===== config.mk =====
export PLATFORM = sky130hd
export DESIGN_NAME = store_buffer_flat
export DESIGN_NICKNAME = d
export VERILOG_FILES = /design/src/rtl/store_buffer_if.sv /design/src/rtl/store_buffer.sv /design/src/flat_wrapper.sv
export SDC_FILE = /design/constraint.sdc
export NUM_CORES = 1
export LEC_CHECK = 0
export CORE_MARGIN = 8
export CORE_UTILIZATION = 30
export CTS_BUF_LIST = sky130_fd_sc_hd__clkbuf_16
export DETAILED_ROUTE_END_ITERATION = 8
export RECOVER_POWER = 50
export SLEW_MARGIN = 25
export SYNTH_ARGS = -nofsm -noshare
export SYNTH_HDL_FRONTEND = slang
export SYNTH_SLANG_ARGS = --single-unit

===== constraint.sdc =====
create_clock -name clk -period 14.9 [get_ports clk]
set_clock_uncertainty 0.05 [all_clocks]
set_input_delay 1.49 -clock clk [delete_from_list [all_inputs] [get_ports clk]]
set_output_delay 1.49 -clock clk [all_outputs]
set_load 0.005 [all_outputs]

===== src/rtl/store_buffer_if.sv =====
// Bus bundle for store_buffer: MEM-stage store/load requests plus the unified memory port.
// The master side is the pipeline/memory environment; the slave side is the buffer.
interface store_buffer_if #(
  parameter int N = 64
);
  logic         st_valid;
  logic         st_ready;
  logic [1:0]   st_size;
  logic [N-1:0] st_adr;
  logic [N-1:0] st_data;

  logic         ld_valid;
  logic [N-1:0] ld_adr;
  logic         ld_dword;
  logic         ld_stall;
  logic [N-1:0] ld_data;

  logic [1:0]   mem_memwrite;
  logic [N-1:0] mem_dataadr;
  logic [N-1:0] mem_writedata;
  logic         mem_dword;
  logic [N-1:0] mem_readdata;

  modport master (
    output st_valid, st_size, st_adr, st_data,
    output ld_valid, ld_adr, ld_dword,
    output mem_readdata,
    input  st_ready, ld_stall, ld_data,
    input  mem_memwrite, mem_dataadr, mem_writedata, mem_dword
  );

  modport slave (
    input  st_valid, st_size, st_adr, st_data,
    input  ld_valid, ld_adr, ld_dword,
    input  mem_readdata,
    output st_ready, ld_stall, ld_data,
    output mem_memwrite, mem_dataadr, mem_writedata, mem_dword
  );
endinterface


===== src/rtl/store_buffer.sv =====
// Circular store buffer sharing one memory port between draining stores and loads.
// Optional STB_FWD_EN: forward doubleword entries to overlapping loads instead of stalling.
module store_buffer #(
  parameter int N     = 64,
  parameter int DEPTH = 4
) (
  input  logic                   clk,
  input  logic                   reset,
  store_buffer_if.slave          bus,
  output logic [$clog2(DEPTH):0] count,
  output logic                   empty
);
  localparam int PW = $clog2(DEPTH);
  localparam logic [PW:0] FULL = (PW+1)'(DEPTH);

  typedef logic [PW-1:0] ptr_t;

  ptr_t             head;
  ptr_t             tail;
  ptr_t             idx;
  logic [DEPTH-1:0] ent_valid;
  logic [1:0]       ent_size [DEPTH];
  logic [N-1:0]     ent_adr  [DEPTH];
  logic [N-1:0]     ent_data [DEPTH];

  logic push;
  logic pop;
  logic hazard;
  logic load_owns;
  logic fwd;
`ifdef STB_FWD_EN
  logic [1:0]   fwd_size;
  logic [N-1:0] fwd_data;
`endif

  assign bus.st_ready = (count != FULL);
  assign empty        = (count == '0);
  assign push         = bus.st_valid && bus.st_ready && (bus.st_size != 2'd0);

  // Scan oldest to youngest so the last match is the youngest overlapping entry.
  always_comb begin
    hazard = 1'b0;
    idx    = head;
`ifdef STB_FWD_EN
    fwd_size = 2'd0;
    fwd_data = '0;
`endif
    for (int k = 0; k < DEPTH; k++) begin
      idx = head + PW'(k);
      if (ent_valid[idx] && (ent_adr[idx][N-1:3] == bus.ld_adr[N-1:3])) begin
        hazard = bus.ld_valid;
`ifdef STB_FWD_EN
        fwd_size = ent_size[idx];
        fwd_data = ent_data[idx];
`endif
      end
    end
  end

`ifdef STB_FWD_EN
  assign fwd = hazard && (fwd_size == 2'd3);
`else
  assign fwd = 1'b0;
`endif

  assign load_owns = bus.ld_valid && !hazard;
  assign pop       = !load_owns && (count != '0);

  always_comb begin
    bus.mem_memwrite  = 2'd0;
    bus.mem_dataadr   = bus.ld_adr;
    bus.mem_writedata = '0;
    bus.mem_dword     = bus.ld_dword;
    bus.ld_stall      = hazard && !fwd;
    bus.ld_data       = bus.ld_dword ? bus.mem_readdata
                                     : {{(N-32){1'b0}}, bus.mem_readdata[31:0]};
    if (pop) begin
      bus.mem_memwrite  = ent_size[head];
      bus.mem_dataadr   = ent_adr[head];
      bus.mem_writedata = ent_data[head];
    end
`ifdef STB_FWD_EN
    if (fwd) begin
      if (bus.ld_dword)
        bus.ld_data = fwd_data;
      else
        bus.ld_data = {{(N-32){1'b0}}, bus.ld_adr[2] ? fwd_data[31:0] : fwd_data[32 +: 32]};
    end
`endif
  end

  // Push and pop never target the same slot: pop needs count > 0, push needs count < DEPTH.
  always_ff @(posedge clk or negedge reset) begin
    if (!reset) begin
      head      <= '0;
      tail      <= '0;
      count     <= '0;
      ent_valid <= '0;
    end else begin
      if (push) begin
        ent_valid[tail] <= 1'b1;
        tail            <= tail + 1'b1;
      end
      if (pop) begin
        ent_valid[head] <= 1'b0;
        head            <= head + 1'b1;
      end
      count <= count + {{PW{1'b0}}, push} - {{PW{1'b0}}, pop};
    end
  end

  always_ff @(posedge clk) begin
    if (push) begin
      ent_size[tail] <= bus.st_size;
      ent_adr[tail]  <= bus.st_adr;
      ent_data[tail] <= bus.st_data;
    end
  end
endmodule


===== src/flat_wrapper.sv =====
// flat-port wrapper written by rule: the top's interface ports become plain ports
module store_buffer_flat 
#(
  parameter int N     = 64,
  parameter int DEPTH = 4
)
  (clk, reset, count, empty, bus_st_valid, bus_st_size, bus_st_adr, bus_st_data, bus_ld_valid, bus_ld_adr, bus_ld_dword, bus_mem_readdata, bus_st_ready, bus_ld_stall, bus_ld_data, bus_mem_memwrite, bus_mem_dataadr, bus_mem_writedata, bus_mem_dword);
  store_buffer_if #(.N(N)) bus_i ();
  input  logic clk;
  input  logic reset;
  output logic [$clog2(DEPTH):0] count;
  output logic empty;
  input wire logic [$bits(bus_i.st_valid)-1:0] bus_st_valid;
  input wire logic [$bits(bus_i.st_size)-1:0] bus_st_size;
  input wire logic [$bits(bus_i.st_adr)-1:0] bus_st_adr;
  input wire logic [$bits(bus_i.st_data)-1:0] bus_st_data;
  input wire logic [$bits(bus_i.ld_valid)-1:0] bus_ld_valid;
  input wire logic [$bits(bus_i.ld_adr)-1:0] bus_ld_adr;
  input wire logic [$bits(bus_i.ld_dword)-1:0] bus_ld_dword;
  input wire logic [$bits(bus_i.mem_readdata)-1:0] bus_mem_readdata;
  output wire logic [$bits(bus_i.st_ready)-1:0] bus_st_ready;
  output wire logic [$bits(bus_i.ld_stall)-1:0] bus_ld_stall;
  output wire logic [$bits(bus_i.ld_data)-1:0] bus_ld_data;
  output wire logic [$bits(bus_i.mem_memwrite)-1:0] bus_mem_memwrite;
  output wire logic [$bits(bus_i.mem_dataadr)-1:0] bus_mem_dataadr;
  output wire logic [$bits(bus_i.mem_writedata)-1:0] bus_mem_writedata;
  output wire logic [$bits(bus_i.mem_dword)-1:0] bus_mem_dword;
  assign bus_i.st_valid = bus_st_valid;
  assign bus_i.st_size = bus_st_size;
  assign bus_i.st_adr = bus_st_adr;
  assign bus_i.st_data = bus_st_data;
  assign bus_i.ld_valid = bus_ld_valid;
  assign bus_i.ld_adr = bus_ld_adr;
  assign bus_i.ld_dword = bus_ld_dword;
  assign bus_i.mem_readdata = bus_mem_readdata;
  assign bus_st_ready = bus_i.st_ready;
  assign bus_ld_stall = bus_i.ld_stall;
  assign bus_ld_data = bus_i.ld_data;
  assign bus_mem_memwrite = bus_i.mem_memwrite;
  assign bus_mem_dataadr = bus_i.mem_dataadr;
  assign bus_mem_writedata = bus_i.mem_writedata;
  assign bus_mem_dword = bus_i.mem_dword;
  store_buffer #(.N(N), .DEPTH(DEPTH)) u_core (.clk(clk), .reset(reset), .bus(bus_i), .count(count), .empty(empty));
endmodule

[Word-level counts from Yosys, hierarchy flattened]
Memory sizes are Yosys's and may differ from the RTL's.
Cells that the tools add are included.
Cells by class
  add/subtract/negate cells: 6
  order comparisons: 7
  eq/ne operators: 5
  mux-type cells: 24
  bitwise gates (word level): 3
  reduce and logical (&&, ||, !) cells: 15
Operator list (number)
  $eq 61x61->1: 4
  $mux 64: 3
  $lt 2x3->1 const B: 5
  $mux 1: 12
  $logic_and 1x1->1: 10
  $bmux 1 s2: 4
  $mux 4: 2
  $add 2x1->2 const B: 2
  $add 2x2->2 const B: 2
  $and 4x4->4: 1
  $demux 1 s2: 2
  $ge 2x1->1 const B: 2
  $not 4->4: 1
  $or 4x4->4: 1
  $add 3x1->3: 1
  $logic_not 3->1: 1
  $ne 3x3->1 const B: 1
  $reduce_bool 3->1: 1
  $sub 3x1->3: 1
  $logic_not 1->1: 2
  $mux 2: 1
  $reduce_bool 2->1: 1
Storage, ports and cells
  bits in registers: 11
  bits in writable memories: 520
  input bits: 263
  output and inout bits: 201
  logic and storage cells: 67
  memories: 3
Memories
  u_core.ent_adr: depth 4, bits a word 64, rd ports 4, clocked after memory_dff 0, wr ports 1, line store_buffer.sv:23  | logic [N-1:0] ent_adr [DEPTH];
  u_core.ent_data: depth 4, bits a word 64, rd ports 1, clocked after memory_dff 0, wr ports 1, line store_buffer.sv:24  | logic [N-1:0] ent_data [DEPTH];
  u_core.ent_size: depth 4, bits a word 2, rd ports 1, clocked after memory_dff 0, wr ports 1, line store_buffer.sv:22  | logic [1:0] ent_size [DEPTH];

[Depth between registers and ports, before layout]
Gate-level depths: netlist of run 1.
  depth in word-level cells: 12
  depth in mapped cells: 30
  depth with buffers taken out: 15

[Worst setup path after synthesis of run 1]
Ideal clock, no wire load.
  path kind: flip-flop to output port
  from: register u_core.head[0]
  to: output port bus_mem_dataadr[52]
  arrival: 5.130 ns
  required time: 13.360 ns
  slack: 8.230 ns
  cell stages (with the launch flop): 25
  buffers on the path: 13
  cell sequence: dfrtp_1 > buf_2 > buf_6 > inv_2 > buf_2 > buf_2 > buf_2 > buf_2 > buf_1 > ha_1 > buf_6 > buf_12 > buf_12 > buf_12 > mux2i_1 > o22ai_1 > nor4b_1 > nand4_1 > or4_1 > nor4_1 > a2111oi_1 > a21oi_2 > buf_4 > buf_6 > mux2_1
Between the ends
  elaborated cells on any way between the ends: 29
  those cells by class: 3 x add/sub; 4 x eq/ne; 13 x mux; 8 x reduce/logical; 1 x memory
RTL lines
  from (decl): line store_buffer.sv:18  | ptr_t head;
  from (signal assigned): line store_buffer.sv:106  | head <= head + 1'b1;
  $add 2x2->2 (*): line store_buffer.sv:49  | idx = head + PW'(k);
  via u_core.idx[0]: line store_buffer.sv:20  | ptr_t idx;
  $mem_v2 4x64 / $bmux 1 s2 (equally long branches)
  $eq 61x61->1 / $mux 1 (equally long branches): line store_buffer.sv:50  | if (ent_valid[idx] && (ent_adr[idx][N-1:3] == bus.ld_adr[N-1:3])) begin
  $logic_and 1x1->1 (*): line store_buffer.sv:50
  $mux 1 (*): line store_buffer.sv:50
  $logic_not 1->1 (*): line store_buffer.sv:66  | assign load_owns = bus.ld_valid && !hazard;
  $logic_and 1x1->1 (*): line store_buffer.sv:66
  $logic_not 1->1 (*): line store_buffer.sv:67  | assign pop = !load_owns && (count != '0);
  $logic_and 1x1->1 (*): line store_buffer.sv:67
  $mux 64 (*): line store_buffer.sv:77  | if (pop) begin
  to (decl): line flat_wrapper.sv:25  | output wire logic [$bits(bus_i.mem_dataadr)-1:0] bus_mem_dataadr;
Mark *: on every way through the listed nets, which the timed path passes. The rest lies on a longest branch. The select of a mux whose other input is x is not followed.

[Worst setup path in the final report of run 1]
  from: register u_core.head[0]
  to: output port bus_mem_dataadr[63]
Between the ends
  cells in the longest elaborated chain, start to end: 12
  elaborated cells on any way between the ends: 29
  those cells by class: 3 x add/sub; 4 x eq/ne; 13 x mux; 8 x reduce/logical; 1 x memory
RTL lines (line)
  $add 2x1->2, or another cell as far along: store_buffer.sv:49
  $mem_v2 4x64, or another cell as far along
  $eq 61x61->1, or another cell as far along: store_buffer.sv:50
  $logic_and 1x1->1 / $mux 1 (equally long branches): store_buffer.sv:50
  $mux 1 (3 in a row): store_buffer.sv:50
  $logic_not 1->1: store_buffer.sv:66
  $logic_and 1x1->1: store_buffer.sv:66
  $logic_not 1->1: store_buffer.sv:67
  $logic_and 1x1->1: store_buffer.sv:67
  $mux 64 (*): store_buffer.sv:77
Every way passes the cells marked *; elsewhere a longest branch is shown, timed or not. The select of a mux whose other input is x is not followed.

==> results of run 1 <==
==> sequential cells by signal, summed over array words and instances, names as in the netlist <==
name / flops
u_core.ent_adr: 256
u_core.ent_data: 256
u_core.ent_size: 8
u_core.ent_valid: 4
u_core.count: 3
u_core.head: 2
u_core.tail: 2
==> cell usage in the layout, fill, tap and decap left out, types with 9 or more instances in the layout <==
cell and instances:
a2111oi_0 15, a211oi_1 9, a21oi_1 28, a221oi_1 11, a22oi_1 20, and2_1 110, and3_1 11, buf_4 37
clkbuf_16 58, clkdlybuf4s50_1 264, clkinv_1 13, dfrtp_1 9, diode_2 18, dlygate4sd3_1 135, edfxtp_1 520, ha_1 9
inv_1 61, mux2_1 50, mux2_2 39, mux2i_1 239, mux4_2 223, nand2_1 70, nand2b_1 31, nand3_1 37
nand4_1 65, nor2_1 48, nor2b_1 17, nor3_1 26, nor4_1 25, o2111ai_1 17, o211ai_1 9, o21ai_0 45
o22ai_1 36, o2bb2ai_1 9, or4_1 11, xnor2_1 146, xor2_1 11
==> worst paths after layout <==
check | startpoint | end | slack, ns | cells after the start
max reg2reg | u_core.head[0] | u_core.count[1] | 6.51 | 17
min in group asynchronous | reset | u_core.count[2] | 1.23 | 1
max in group asynchronous | reset | u_core.head[1] | 13.11 | 1
min reg2reg | u_core.tail[0] | u_core.tail[0] | 0.59 | 2
max | u_core.head[0] | bus_mem_dataadr[63] | 4.54 | 15
min | u_core.tail[0] | u_core.tail[0] | 0.59 | 2
==> through the flow <==
stage / worst slack, ns / cell area [um^2] / hold slack (ns)
floorplan: 8.23 / 32200 / 0.512
global placement: 5.31 / 37000 / 0.570
detailed placement: 5.24 / 37000 / 0.576
CTS: 4.49 / 38800 / 0.588
global route: 4.11 / 38800 / 0.608
finish: 4.54 / 38900 / 0.590
==> critical path, stage by stage, from the launching register on <==
cell	delay [ns]
dfrtp_4	0.93
clkinv_2	0.67
ha_4	0.82
buf_4	0.67
buf_4	0.71
mux2i_1	0.52
o22ai_1	0.28
nor4b_1	0.50
nand4_1	0.15
or4_1	0.58
nor4_1	0.27
a2111oi_1	0.14
a21oi_4	0.23
buf_12	0.50
mux2_2	0.41
clkdlybuf4s50_1	0.46
==> where the power goes <==
part | leakage (nW) | internal [mW] | switching [mW] | total, mW
registers | 4.87 | 1.91 | 0.179 | 2.09
clock network | 0.921 | 0.756 | 0.606 | 1.36
logic | 7.07 | 2.01 | 2.89 | 4.91
==> synthesized netlist by cell type (8+ instances only) <==
cell,number
o2bb2ai_1,9
and2_1,114
or4_1,11
a2111oi_0,15
clkbuf_1,59
nor4b_1,8
buf_4,66
nand4_1,65
nand3_1,37
o21ai_0,45
xnor2_1,146
mux2_1,50
buf_2,41
o221ai_1,8
nor4_1,27
nand2_1,70
nor3_1,26
o22ai_1,36
o211ai_1,9
a21oi_1,28
a2bb2oi_1,8
nor2_1,48
buf_6,23
and3_1,11
buf_1,12
or2_2,8
a211oi_1,9
inv_1,43
mux2i_1,239
o2111ai_1,17
nor2b_1,17
xor2_1,11
nand2b_1,31
a221oi_1,11
dfrtp_1,11
edfxtp_1,520
ha_1,10
mux2_2,39
a22oi_1,20
mux4_2,223
==> final cells by class <==
type / instances / area [um^2]
Fill cell: 10300 / 67900
Sequential cell: 531 / 15900
Multi-Input combinational cell: 1491 / 14800
Timing Repair Buffer: 441 / 4370
Tap cell: 1403 / 1760
Clock buffer: 58 / 1450
Clock inverter: 47 / 339
Inverter: 46 / 174
Antenna cell: 18 / 45.0
==> cells by family (layout without fill, tap and decap cells) <==
kind of cell             count (synthesis)  in the layout
AO/OA/AOI/OAI                          276            276
XOR/XNOR                               158            158
adder cells (fa/ha/maj)                 11             11
buffers and inverters                  254            592
flip-flops                             531            531
multiplexers                           552            552
other                                    0             18
AND/OR/NAND/NOR                        494            494
==> metal layers <==
layer / vias up / part of all wire
li1: 9718 / -
met4: 28 / 0.055
met3: 350 / 0.098
met1: 11900 / 0.40
met2: 1353 / 0.45
met5: - / 0.0013
==> metrics.md, run 1 <==
| Metric | Value |
|---|---|
| Yosys cell types | 82 |
| TritonCTS Buffers | 57 |
| Vias per cell | 5.79 |
| Min Tclk post-route | 10.36 ns |
| Root buf cell | clkbuf_16 |
| Detailed Routing Iterations Pass 1 | 6 |
| Ys flop type | edfxtp_1 |
| GR Util met1 | 0.287 |
| CTS resizes | 0 |
| Sequential-to-total area share from yosys stat | 0.494 |
| Total Power | 8.36 mW |
| RSZ-0062 raised after global routing | no |
| # IOs | 464 |
| Ys async rst share | 0.0207 |
| Synthesized area per cell | 14.1 um^2 |
| Worst Path Arrival | 8.82 ns |
| Post-Synth Simple-Gate Area | 0.0868 |
| Most used routing layer | met2 |
| Final GP Congestion | 1.11 |
| Non-Filler Instances | 4035 |
| Syn Nets | 2550 |
| Vias in the first global route | 23200 |
| Worst setup EP type | primary output |
| Fraction of the mapped netlist area in adder cells | 0.00451 |
| Cts-stage hold buffer count | 0 |
| Clock Latency Late Sink | 0.67 ns |
| Initial antenna violation count | 41 |
| Setup TNS | 0 ns |
| DRC Markers | 0 |
| Post-Synthesis Cells | 2276 |
| Port Buffer Count | 399 |
| Leak pwr | 12.9 nW |
| Post-synth top area share | 0.485 |
| Die area | 118000 um^2 |
| Initial Util | 0.301 |
| DR WL/cell | 33.8 um |
| Critical Path RT | 13.36 ns |
| M3 GR Usage | 0.0586 |
| Final WL | 137 mm |
| Main combinational cell family by area after synthesis | multiplexers |
| Final Max Slew Viols | 95 |
| Final Hold Vio Count | 0 |
| HPWL after DPL | 105 mm |
| Share of layout cells above drive strength 1 | 0.155 |
| Synth Area in Compound Gates | 0.0624 |
| Syn-to-layout area delta | 20.7% |
| Synth Register Bits | 531 |
| Vias | 23400 |
| Nets | 2842 |
| Met2 usage | 0.349 |
| Largest net degree at the start of global routing | 140 |
| Critical path class | flip-flop to primary output |
| Startpoint Class | flip-flop |
| Fin util | 0.364 |
| Slew at the pin closest to its max-slew limit | 4.48 ns |
| Synth Area in XOR/XNOR | 0.0432 |
| Core ar. | 107000 um^2 |
| HP Class | flip-flop to flip-flop |
| Yosys top cell by area | edfxtp_1 |
| Clock sinks | 531 |
| Synth area leaders | edfxtp_1, mux4_2, mux2i_1 |
| Max-cap violations | 2 |
| Fmax | 96.5 MHz |
| Worst-path fanout max | 137 |
| CTS max path bufs | 3 |
| Post-synth EDFFs | 520 |
| CTS clock-pin slew for the worst setup and hold paths | 0.06 ns |
| Pwr Density | 215 nW/um^2 |
| IR drop worst, VDD | 0.127 mV |
| First DRT Iteration DRCs | 2960 |
| Post-CTS Setup Bufs | 0 |
| First-pass GRT wire length | 187 mm |
| Failing checks | max-capacitance violations, max-slew violations |
| CTS H-tree lvls | 2 |
| Mux cell area share after synthesis | 0.262 |
| Die Wd | 344 um |
| Die H | 344 um |
| Status | complete, but fails checks |
| Final worst-path cycle share | 0.695 |
| TritonCTS clock tree | built |
| Antenna Nets Post-Route | 0 |
| Placed Cells | 3912 |
| Std-Cell Rows | 120 |
| Grt total ovfl | 0 |
| Area of the mapped netlist | 32200 um^2 |
| Synthesis Warnings | 0 |
| Total GRT Usage | 0.223 |
| Final Setup Violations | 0 |
| Max transition margin | -1.98 |
No activity file was read; power rests on OpenSTA's default activity.
==> run 2, diff against run 1 <==
Clock period 14.9 ns to 8.64 ns, I/O delays scaled along.
==> metrics.md, run 2 (synthesized netlist as in run 1, its figures left out) <==
| Metric | Value |
|---|---|
| Detailed Routing Iterations Pass 1 | 6 (unchanged) |
| # IOs | 464 (unchanged) |
| Switching power | 6.41 mW (+74%) |
| Initial antenna violation count | 50 (+22%) |
| Worst path max stage delay | 0.80 ns (-0.13 ns) |
| Setup WS pre-CTS | 1.31 ns (-3.94 ns) |
| Post-route setup slack | 0.547 ns (-3.99 ns) |
| Vias per cell | 5.82 (+0.48%) |
| Max-cap violations | 3 (+1) |
| Leak pwr | 13.0 nW (+1.1%) |
| CP cell instances | buf_12 > buf_4 > mux4_2 > xnor2_1 > nand4_1 > nor2_1 > o2111ai_1 > nor4_1 > a2111oi_1 > a21oi_4 > buf_12 > mux2_2 > clkdlybuf4s50_1 |
| Switching Share | 0.436 (-0.00402) |
| CTS resizes | 0 (unchanged) |
| DR WL/cell | 33.8 um (-0.20%) |
| Vias | 23700 (+1.2%) |
| Pwr Density | 375 nW/um^2 (+74%) |
| Port Buffer Count | 399 (unchanged) |
| Cts-stage hold buffer count | 0 (unchanged) |
| CTS clock-pin slew for the worst setup and hold paths | 0.06 ns (about the same) |
| Status | complete, but fails checks |
| Critical Path RT | 7.73 ns (-5.63 ns) |
| TritonCTS Buffers | 59 (+3.5%) |
| Critical path buffers and inverters | 4 (-1) |
| Critical Path Slowest Stage Cell | buf_4 |
| HPWL after DPL | 106 mm (+0.84%) |
| Share of layout cells above drive strength 1 | 0.164 (+0.00945) |
| Setup TNS | 0 ns (unchanged) |
| Critical path class | flip-flop to primary output |
| Nets | 2859 (+0.60%) |
| Cell Int Power | 8.29 mW (+77%) |
| HP Class | flip-flop to flip-flop |
| Root buf cell | clkbuf_16 |
| Clock sinks | 531 (unchanged) |
| Slew at the pin closest to its max-slew limit | 2.50 ns (-1.98 ns) |
| Final Hold Slack | 0.565 ns (-0.0251 ns) |
| Final Max Slew Viols | 84 (-12%) |
| Startpoint Class | flip-flop |
| DRC Markers | 0 (unchanged) |
| Final GP Congestion | 1.08 (-3.0%) |
| Worst Path Arrival | 7.18 ns (-1.64 ns) |
| Crit path max-delay family | buffers and inverters |
| Worst-path fanout max | 115 (-16%) |
| Clock Latency Late Sink | 0.68 ns (about the same) |
| Worst setup EP type | primary output |
| Final WL | 137 mm (+0.54%) |
| Biggest regs | u_core.ent_adr (256), u_core.ent_data (256), u_core.ent_size (8) |
| Final Hold Vio Count | 0 (unchanged) |
| FF-to-FF path depth | 15 (-2) |
| FILL cells | 10300 (-0.54%) |
| Die area | 118000 um^2 (unchanged) |
| Std-Cell Rows | 120 (unchanged) |
| Max transition margin | -0.665 (+1.32) |
| Clock share of power | 0.172 (+0.009) |
| CTS max path bufs | 3 (unchanged) |
| Min Tclk post-route | 8.09 ns |
| Core ar. | 107000 um^2 (unchanged) |
| Hold path cells | 1 (-1) |
| WP depth | 13 (-2) |
| Vias in the first global route | 23600 (+1.7%) |
| Syn-to-layout area delta | 21.9% |
| Most common cell after layout, fill and taps aside | edfxtp_1 |
| Die H | 344 um (unchanged) |
| Fmax | 124 MHz |
| Final Setup Violations | 0 (unchanged) |
| Largest net degree at the start of global routing | 116 (-17%) |
| Final worst-path cycle share | 0.937 |
| IR drop worst, VDD | 0.218 mV (+72%) |
| Die Wd | 344 um (unchanged) |
| First DRT Iteration DRCs | 2732 (-7.7%) |
| RSZ-0062 raised after global routing | no |
| Grt total ovfl | 0 (unchanged) |
| Post-CTS Setup Bufs | 0 (unchanged) |
| Most frequent cells in the layout | edfxtp_1, clkdlybuf4s50_1, mux2i_1 |
| Total GRT Usage | 0.224 (+0.00123) |
| Cell mode on critical path | buf_12 |
| TritonCTS clock tree | built |
| FF+latch area | 15900 um^2 (unchanged) |
| Antenna Nets Post-Route | 0 (unchanged) |
| Combinational Power Share | 0.584 (-0.003) |
| First-pass GRT wire length | 188 mm (+0.63%) |
| Multi-input gate area | 14800 um^2 (about the same) |
| Failing checks | max-capacitance violations, max-slew violations |
| Initial Util | 0.301 (unchanged) |
| Reg power frac | 0.243 (-0.007) |
| CTS H-tree lvls | 2 (unchanged) |
==> run 2: cell count changes in the layout (fill, tap and decap cells not counted), sizes merged <==
cell and delta:
clkbuf +1, clkdlybuf4s50 +3, bufinv +3, inv -8, buf +15, dlygate4sd3 -3, diode +10, clkinv +9
==> run 2: power by group through the flow <==
| stage | clock network [mW] | registers (mW) | logic [mW] |
|---|---|---|---|
| after detailed placement | 0 | 3.62 | 8.45 |
| after global placement | 0 | 3.61 | 8.51 |
| after global routing | 2.68 | 3.62 | 8.89 |
| final | 2.53 | 3.58 | 8.59 |
| after CTS | 2.59 | 3.57 | 8.50 |
| after floorplan | 0 | 3.52 | 5.44 |
==> run 2: routing by layer <==
layer	vias to the layer above	share of wire	track usage	wire length, um
met4	18	0.055	0.105	7530
met3	347	0.11	0.0672	14500
li1	9771	-	-	-
met1	12100	0.39	0.286	54200
met2	1455	0.44	0.349	61000
met5	-	0.00084	0	116
==> run 2: path summary, 6_finish.rpt <==
path	from	end	slack, ns
max	u_core.head[0]	bus_mem_dataadr[63]	0.55
min	u_core.ent_valid[3]	u_core.ent_valid[3]	0.56
max reg2reg	u_core.head[0]	u_core.count[1]	1.98
min reg2reg	u_core.ent_valid[3]	u_core.ent_valid[3]	0.56
max in group asynchronous	reset	u_core.head[0]	7.50
min in group asynchronous	reset	u_core.count[2]	0.60
==> run 2: layout make-up <==
cell class	count	share of cell area
clock buffers	59	0.0376
diodes	28	0.00179
multi-input cells	1491	0.378
repair buffers	456	0.117
flip-flops and latches	531	0.405
clock inverters	51	0.0118
inverters	46	0.00443
well taps	1403	0.0448
==> run 2: stage by stage <==
step	util	std cells	power (mW)	cell area [um^2]
finish	0.367	4065	14.7	39200
global route	0.367	4046	15.2	39200
CTS	0.367	4037	14.7	39200
detailed placement	0.349	3927	12.1	37200
global placement	0.348	3926	12.1	37200
floorplan	-	2276	8.96	32200
